<file path="src/rtl/timer_counter_pkg.sv">
// rtl/timer_counter_pkg.sv - register map, CTRL fields, modes and FSM encoding for timer_counter
package timer_counter_pkg;

  localparam logic [1:0] ADDR_CTRL   = 2'd0;
  localparam logic [1:0] ADDR_PRESET = 2'd1;
  localparam logic [1:0] ADDR_COUNT  = 2'd2;

  localparam int CTRL_EN       = 0;
  localparam int CTRL_MODE_LSB = 1;
  localparam int CTRL_MODE_MSB = 2;
  localparam int CTRL_IM       = 3;

  localparam logic [1:0] MODE_ONESHOT = 2'b00;
  localparam logic [1:0] MODE_RELOAD  = 2'b01;

  typedef enum logic [1:0] {
    IDLE = 2'd0,
    LOAD = 2'd1,
    CNT  = 2'd2,
    INT  = 2'd3
  } state_t;

endpackage

</file>
<file path="src/rtl/timer_counter_if.sv">
// rtl/timer_counter_if.sv - peripheral-bus word access and interrupt line between bridge and timer
interface timer_counter_if;
  logic [1:0]  Addr;
  logic        WE;
  logic [31:0] Din;
  logic [31:0] Dout;
  logic        IRQ;

  modport master (output Addr, WE, Din, input Dout, IRQ);
  modport slave  (input Addr, WE, Din, output Dout, IRQ);
endinterface

</file>
<file path="src/rtl/timer_counter.sv">
// rtl/timer_counter.sv - memory-mapped down-counter with one-shot / auto-reload interrupt
module timer_counter
  import timer_counter_pkg::*;
#(
  parameter int CNT_W  = 32,
  parameter int CTRL_W = 4
) (
  input  logic            clk,
  input  logic            reset,
  timer_counter_if.slave  bus
);

  state_t            state, stateNext;
  logic [CTRL_W-1:0] ctrl, ctrlNext;
  logic [CNT_W-1:0]  preset, presetNext;
  logic [CNT_W-1:0]  count, countNext;
  logic              irqPending, irqPendingNext;
  logic              irqReg;
  logic              ctrlWrite, presetWrite;
  logic [1:0]        mode;

  assign ctrlWrite   = bus.WE && (bus.Addr == ADDR_CTRL);
  assign presetWrite = bus.WE && (bus.Addr == ADDR_PRESET);
  assign mode        = ctrl[CTRL_MODE_MSB:CTRL_MODE_LSB];

  always_ff @(posedge clk or negedge reset) begin
    if (!reset) begin
      state      <= IDLE;
      ctrl       <= '0;
      preset     <= '0;
      count      <= '0;
      irqPending <= 1'b0;
      irqReg     <= 1'b0;
    end else begin
      state      <= stateNext;
      ctrl       <= ctrlNext;
      preset     <= presetNext;
      count      <= countNext;
      irqPending <= irqPendingNext;
      irqReg     <= irqPendingNext & ctrlNext[CTRL_IM];
    end
  end

  always_comb begin
    stateNext      = state;
    ctrlNext       = ctrl;
    presetNext     = preset;
    countNext      = count;
    irqPendingNext = irqPending;

    // A register write acknowledges the interrupt, but a fresh expiry on the same edge still wins.
    if (ctrlWrite || presetWrite) begin
      irqPendingNext = 1'b0;
    end

    case (state)
      IDLE: begin
        if (ctrl[CTRL_EN]) begin
          stateNext = LOAD;
        end
      end
      LOAD: begin
        countNext = preset;
        stateNext = CNT;
      end
      CNT: begin
        if (!ctrl[CTRL_EN]) begin
          stateNext = IDLE;
        end else if (count > CNT_W'(1)) begin
          countNext = count - CNT_W'(1);
        end else begin
          // Zero preset lands here too, so the count never wraps.
          countNext      = '0;
          irqPendingNext = 1'b1;
          stateNext      = INT;
        end
      end
      INT: begin
        if (mode == MODE_RELOAD) begin
          irqPendingNext = 1'b0;
          stateNext      = LOAD;
        end else begin
          ctrlNext[CTRL_EN] = 1'b0;
          stateNext         = IDLE;
        end
      end
      default: stateNext = IDLE;
    endcase

    if (presetWrite) begin
      presetNext = bus.Din[CNT_W-1:0];
    end
    if (ctrlWrite) begin
      ctrlNext = bus.Din[CTRL_W-1:0];
    end
  end

  always_comb begin
    bus.Dout = '0;
    case (bus.Addr)
      ADDR_CTRL:   bus.Dout = 32'(ctrl);
      ADDR_PRESET: bus.Dout = 32'(preset);
      ADDR_COUNT:  bus.Dout = 32'(count);
      default:     bus.Dout = '0;
    endcase
  end

  assign bus.IRQ = irqReg;

endmodule

</file>
<file path="src/flat_wrapper.sv">
// flat-port wrapper written by rule: the top's interface ports become plain ports
module timer_counter_flat import timer_counter_pkg::*;
#(
  parameter int CNT_W  = 32,
  parameter int CTRL_W = 4
)
  (clk, reset, bus_Addr, bus_WE, bus_Din, bus_Dout, bus_IRQ);
  timer_counter_if bus_i ();
  input  logic clk;
  input  logic reset;
  input wire logic [$bits(bus_i.Addr)-1:0] bus_Addr;
  input wire logic [$bits(bus_i.WE)-1:0] bus_WE;
  input wire logic [$bits(bus_i.Din)-1:0] bus_Din;
  output wire logic [$bits(bus_i.Dout)-1:0] bus_Dout;
  output wire logic [$bits(bus_i.IRQ)-1:0] bus_IRQ;
  assign bus_i.Addr = bus_Addr;
  assign bus_i.WE = bus_WE;
  assign bus_i.Din = bus_Din;
  assign bus_Dout = bus_i.Dout;
  assign bus_IRQ = bus_i.IRQ;
  timer_counter #(.CNT_W(CNT_W), .CTRL_W(CTRL_W)) u_core (.clk(clk), .reset(reset), .bus(bus_i));
endmodule
</file>
<file path="config.mk">
export PLATFORM = sky130hd
export DESIGN_NAME = timer_counter_flat
export DESIGN_NICKNAME = d
export VERILOG_FILES = /design/src/rtl/timer_counter_pkg.sv /design/src/rtl/timer_counter_if.sv /design/src/rtl/timer_counter.sv /design/src/flat_wrapper.sv
export SDC_FILE = /design/constraint.sdc
export NUM_CORES = 1
export LEC_CHECK = 0
export CORE_ASPECT_RATIO = 0.75
export CORE_UTILIZATION = 25
export CTS_CLUSTER_DIAMETER = 200
export DETAILED_ROUTE_END_ITERATION = 16
export GPL_TIMING_DRIVEN = 0
export PLACE_DENSITY = 0.52
export SETUP_SLACK_MARGIN = 0.1
export SYNTH_ARGS = -nofsm -noshare
export SYNTH_HDL_FRONTEND = slang
export SYNTH_SLANG_ARGS = --single-unit
</file>
<file path="constraint.sdc">
create_clock -name clk -period 2.41 [get_ports clk]
set_input_delay 0.241 -clock clk [delete_from_list [all_inputs] [get_ports clk]]
set_output_delay 0.241 -clock clk [all_outputs]
set_load 0.005 [all_outputs]
</file>
==> flow_summary.json <==
{
  "status": "completed",
  "mostFrequentLayoutCells": "dfrtp_1, clkdlybuf4s50_1, mux2_2",
  "num_rows": 39,
  "synth_mux_area_frac": 0.112,
  "cp-start-kind": "flip-flop",
  "gr-total-overflow": 0,
  "initialDrtViolationCount": 251,
  "gp_congestion": 0.875,
  "die_w_um": 149,
  "final.setup.worst_slack_ps": 131,
  "initial_utilization": 0.261,
  "syn_nets": 432,
  "holdCritPathClass": "in2async",
  "grt_pass1_wl_mm": 21.4,
  "drt-pass1-iter-count": 4,
  "nNetsFinal": 518,
  "synth_simple_gate_area_frac": 0.177,
  "first_global_vias": 3590,
  "synth.distinct_cells": 53,
  "ant_nets": 0,
  "critPathKind": "reg2reg",
  "yosysWarnings": 0,
  "post-route-period-util": 0.945,
  "power_density_nw_per_um2": 1070,
  "cts-htree-levels": 3,
  "layout_commonest_cell": "dfrtp_1",
  "clkTransAtPathRegs_ps": 60,
  "viasPerCell": 5.34,
  "core_sq_um": 15500,
  "cp-end-kind": "flip-flop",
  "slew_viol_final": 0,
  "maxCapViolCount": 0,
  "pin_count": 70,
  "synth_top_family_by_area": "compound AO/OA/AOI/OAI gates",
  "antenna_found_initial": 0,
  "cts_buffers": 9,
  "fmax_ghz": 0.439,
  "synth_flop_cell": "dfrtp_1",
  "final_hold_viol_count": 0,
  "port-buffer-count": 68,
  "die_h_um": 112,
  "synth-adder-area-share": 0.00618,
  "antenna_cells": 0,
  "whs_ps": 316,
  "syn_area_sq_um": 4050,
  "power.leakage_uw": 0.00214,
  "drive_gt1_frac": 0.217,
  "worst_slew_pin_slew_ps": 727,
  "cp_data_required_time_ps": 2620,
  "route.detailed.drc": 0,
  "grt_usage": 0.172,
  "root_buffer": "clkbuf_16",
  "setup_violations": 0,
  "syn_inst": 393,
  "vias": 3676,
  "yosys.area_share.xor_xnor": 0,
  "grt_max_degree": 57,
  "critPathArrivalTime_ps": 2490,
  "clk_latency_ps": 340,
  "clockBufferDepth": 2,
  "ir_drop_v": 0.000375,
  "relSlewSlack": 0.515,
  "die_area_sq_um": 16700,
  "critical_path.max_fanout": 8,
  "synthArstFlopShare": 1.00,
  "drt_wl_total_mm": 13.8,
  "reg2reg_depth": 5,
  "route.detailed.wl_per_inst_um": 20.1,
  "synth_edf_count": 0,
  "tritoncts": "yes",
  "finalClockSkew_ps": 11.1,
  "rsz0062_at_grt": "yes",
  "preCtsSetupSlack_ps": -687,
  "area_growth_pct": 36.4,
  "synth-seq-cells": 72,
  "synth_compound_area_frac": 0.219,
  "ys_seq_area_frac": 0.445,
  "clock-sinks": 72,
  "syn_area_per_cell_sq_um": 10.3,
  "dp_hpwl_mm": 9.79,
  "period_needed_ps": 2280
}
-- sequential cells by signal (all words and copies together), names as in the netlist --
register,cells
u_core.bus.IRQ,1
u_core.irqPending,1
u_core.count,32
u_core.preset,32
u_core.state,2
u_core.ctrl,4
-- metal layers --
metal,routed length [um],up-vias,share of wire,GRT usage
met5,0,-,0,0
met4,232,0,0.017,0.0585
met3,1040,15,0.075,0.0435
met2,5890,115,0.43,0.238
met1,6690,1837,0.48,0.255
li1,-,1709,-,-
-- stage by stage --
step / power, uW / setup TNS, ps / util / area (sq um) / cells
5_1_grt: 6240 / 0 / 0.356 / 5530 / 689
2_1_floorplan: 3420 / 0 / - / 4050 / 393
4_1_cts: 5770 / 0 / 0.349 / 5420 / 684
3_3_place_gp: 4260 / -131190 / 0.321 / 4990 / 666
6_report: 5890 / 0 / 0.356 / 5530 / 689
3_5_place_dp: 4330 / -19820 / 0.323 / 5010 / 667
-- report_power, final --
part           leakage (uW)  internal, uW  switching (uW)
clock network      0.000150           855             502
logic               0.00112          1120            1260
registers          0.000868          1600             557
-- Yosys cell counts, types with 3 or more instances --
| master | count | area (sq um) |
|---|---|---|
| dfrtp_1 | 72 | 1800 |
| mux2_2 | 35 | 394 |
| a22o_1 | 33 | 289 |
| nand2_1 | 30 | 113 |
| clkbuf_1 | 23 | 86.3 |
| o21ai_0 | 18 | 90.1 |
| nor2_1 | 15 | 56.3 |
| a22oi_1 | 12 | 90.1 |
| nor3_1 | 11 | 55.1 |
| o31ai_1 | 10 | 75.1 |
| a21oi_1 | 8 | 40.0 |
| nand3_1 | 8 | 40.0 |
| or4_1 | 8 | 60.1 |
| nor4_1 | 7 | 43.8 |
| o211ai_1 | 7 | 52.6 |
| or3_1 | 7 | 43.8 |
| buf_2 | 6 | 30.0 |
| mux2i_1 | 6 | 60.1 |
| nor2b_1 | 6 | 37.5 |
| nand2b_1 | 5 | 31.3 |
| a221oi_1 | 4 | 35.0 |
| a31oi_1 | 4 | 25.0 |
| inv_1 | 4 | 15.0 |
| nand4_1 | 4 | 25.0 |
| nor4_2 | 4 | 50.1 |
| o41ai_1 | 4 | 35.0 |
| a221o_1 | 3 | 30.0 |
| buf_1 | 3 | 11.3 |
| nand3b_1 | 3 | 22.5 |
| o311a_1 | 3 | 30.0 |
| o311ai_0 | 3 | 26.3 |
-- cell families after synthesis --
family / after synthesis
adders and majority gates: 2
buffers and inverters: 39
and+or+nand+nor: 122
AOI/OAI and AO/OA: 117
DFF: 72
muxes: 41
-- final timing paths --
check,slack [ps],startpoint,end
worst max-delay path,130,u_core.count[3]$_DFFE_PN0P_,u_core.count[15]$_DFFE_PN0P_
worst min-delay path,320,reset,u_core.preset[27]$_DFFE_PN0P_
worst max register to register,130,u_core.count[3]$_DFFE_PN0P_,u_core.count[15]$_DFFE_PN0P_
worst min register to register,520,u_core.irqPending$_DFF_PN0_,u_core.irqPending$_DFF_PN0_
max in group asynchronous,1530,reset,u_core.bus.IRQ$_DFF_PN0_
min in group clk,460,bus_Addr[1],u_core.irqPending$_DFF_PN0_
-- what timing repair did --
| action | in CTS | in global routing |
|---|---|---|
| hold buffers | 1 | 0 |
| setup buffers | 1 | 7 |
| gates resized for setup | 29 | 28 |
| endpoints found under the setup margin | 62 | 40 |
| hold endpoints to repair | 16 | 0 |
| pin swaps | 2 | 6 |
-- critical path: stages, from the launching register on --
cell      delay, ps
dfrtp_1         480
nor4_1          590
nand3_1         320
or3_1           430
o211ai_1        180
o211ai_1        140
-- layout make-up --
| type | instances | area (sq um) |
|---|---|---|
| clock inverters | 3 | 40.0 |
| fillers | 1560 | 9990 |
| well taps | 205 | 256 |
| repair buffers | 78 | 774 |
| multi-input cells | 282 | 2160 |
| plain buffers | 31 | 211 |
| inverters | 5 | 20.0 |
| clock buffers | 13 | 260 |
| flip-flops and latches | 72 | 1800 |
(Power assumes the default switching activity.)
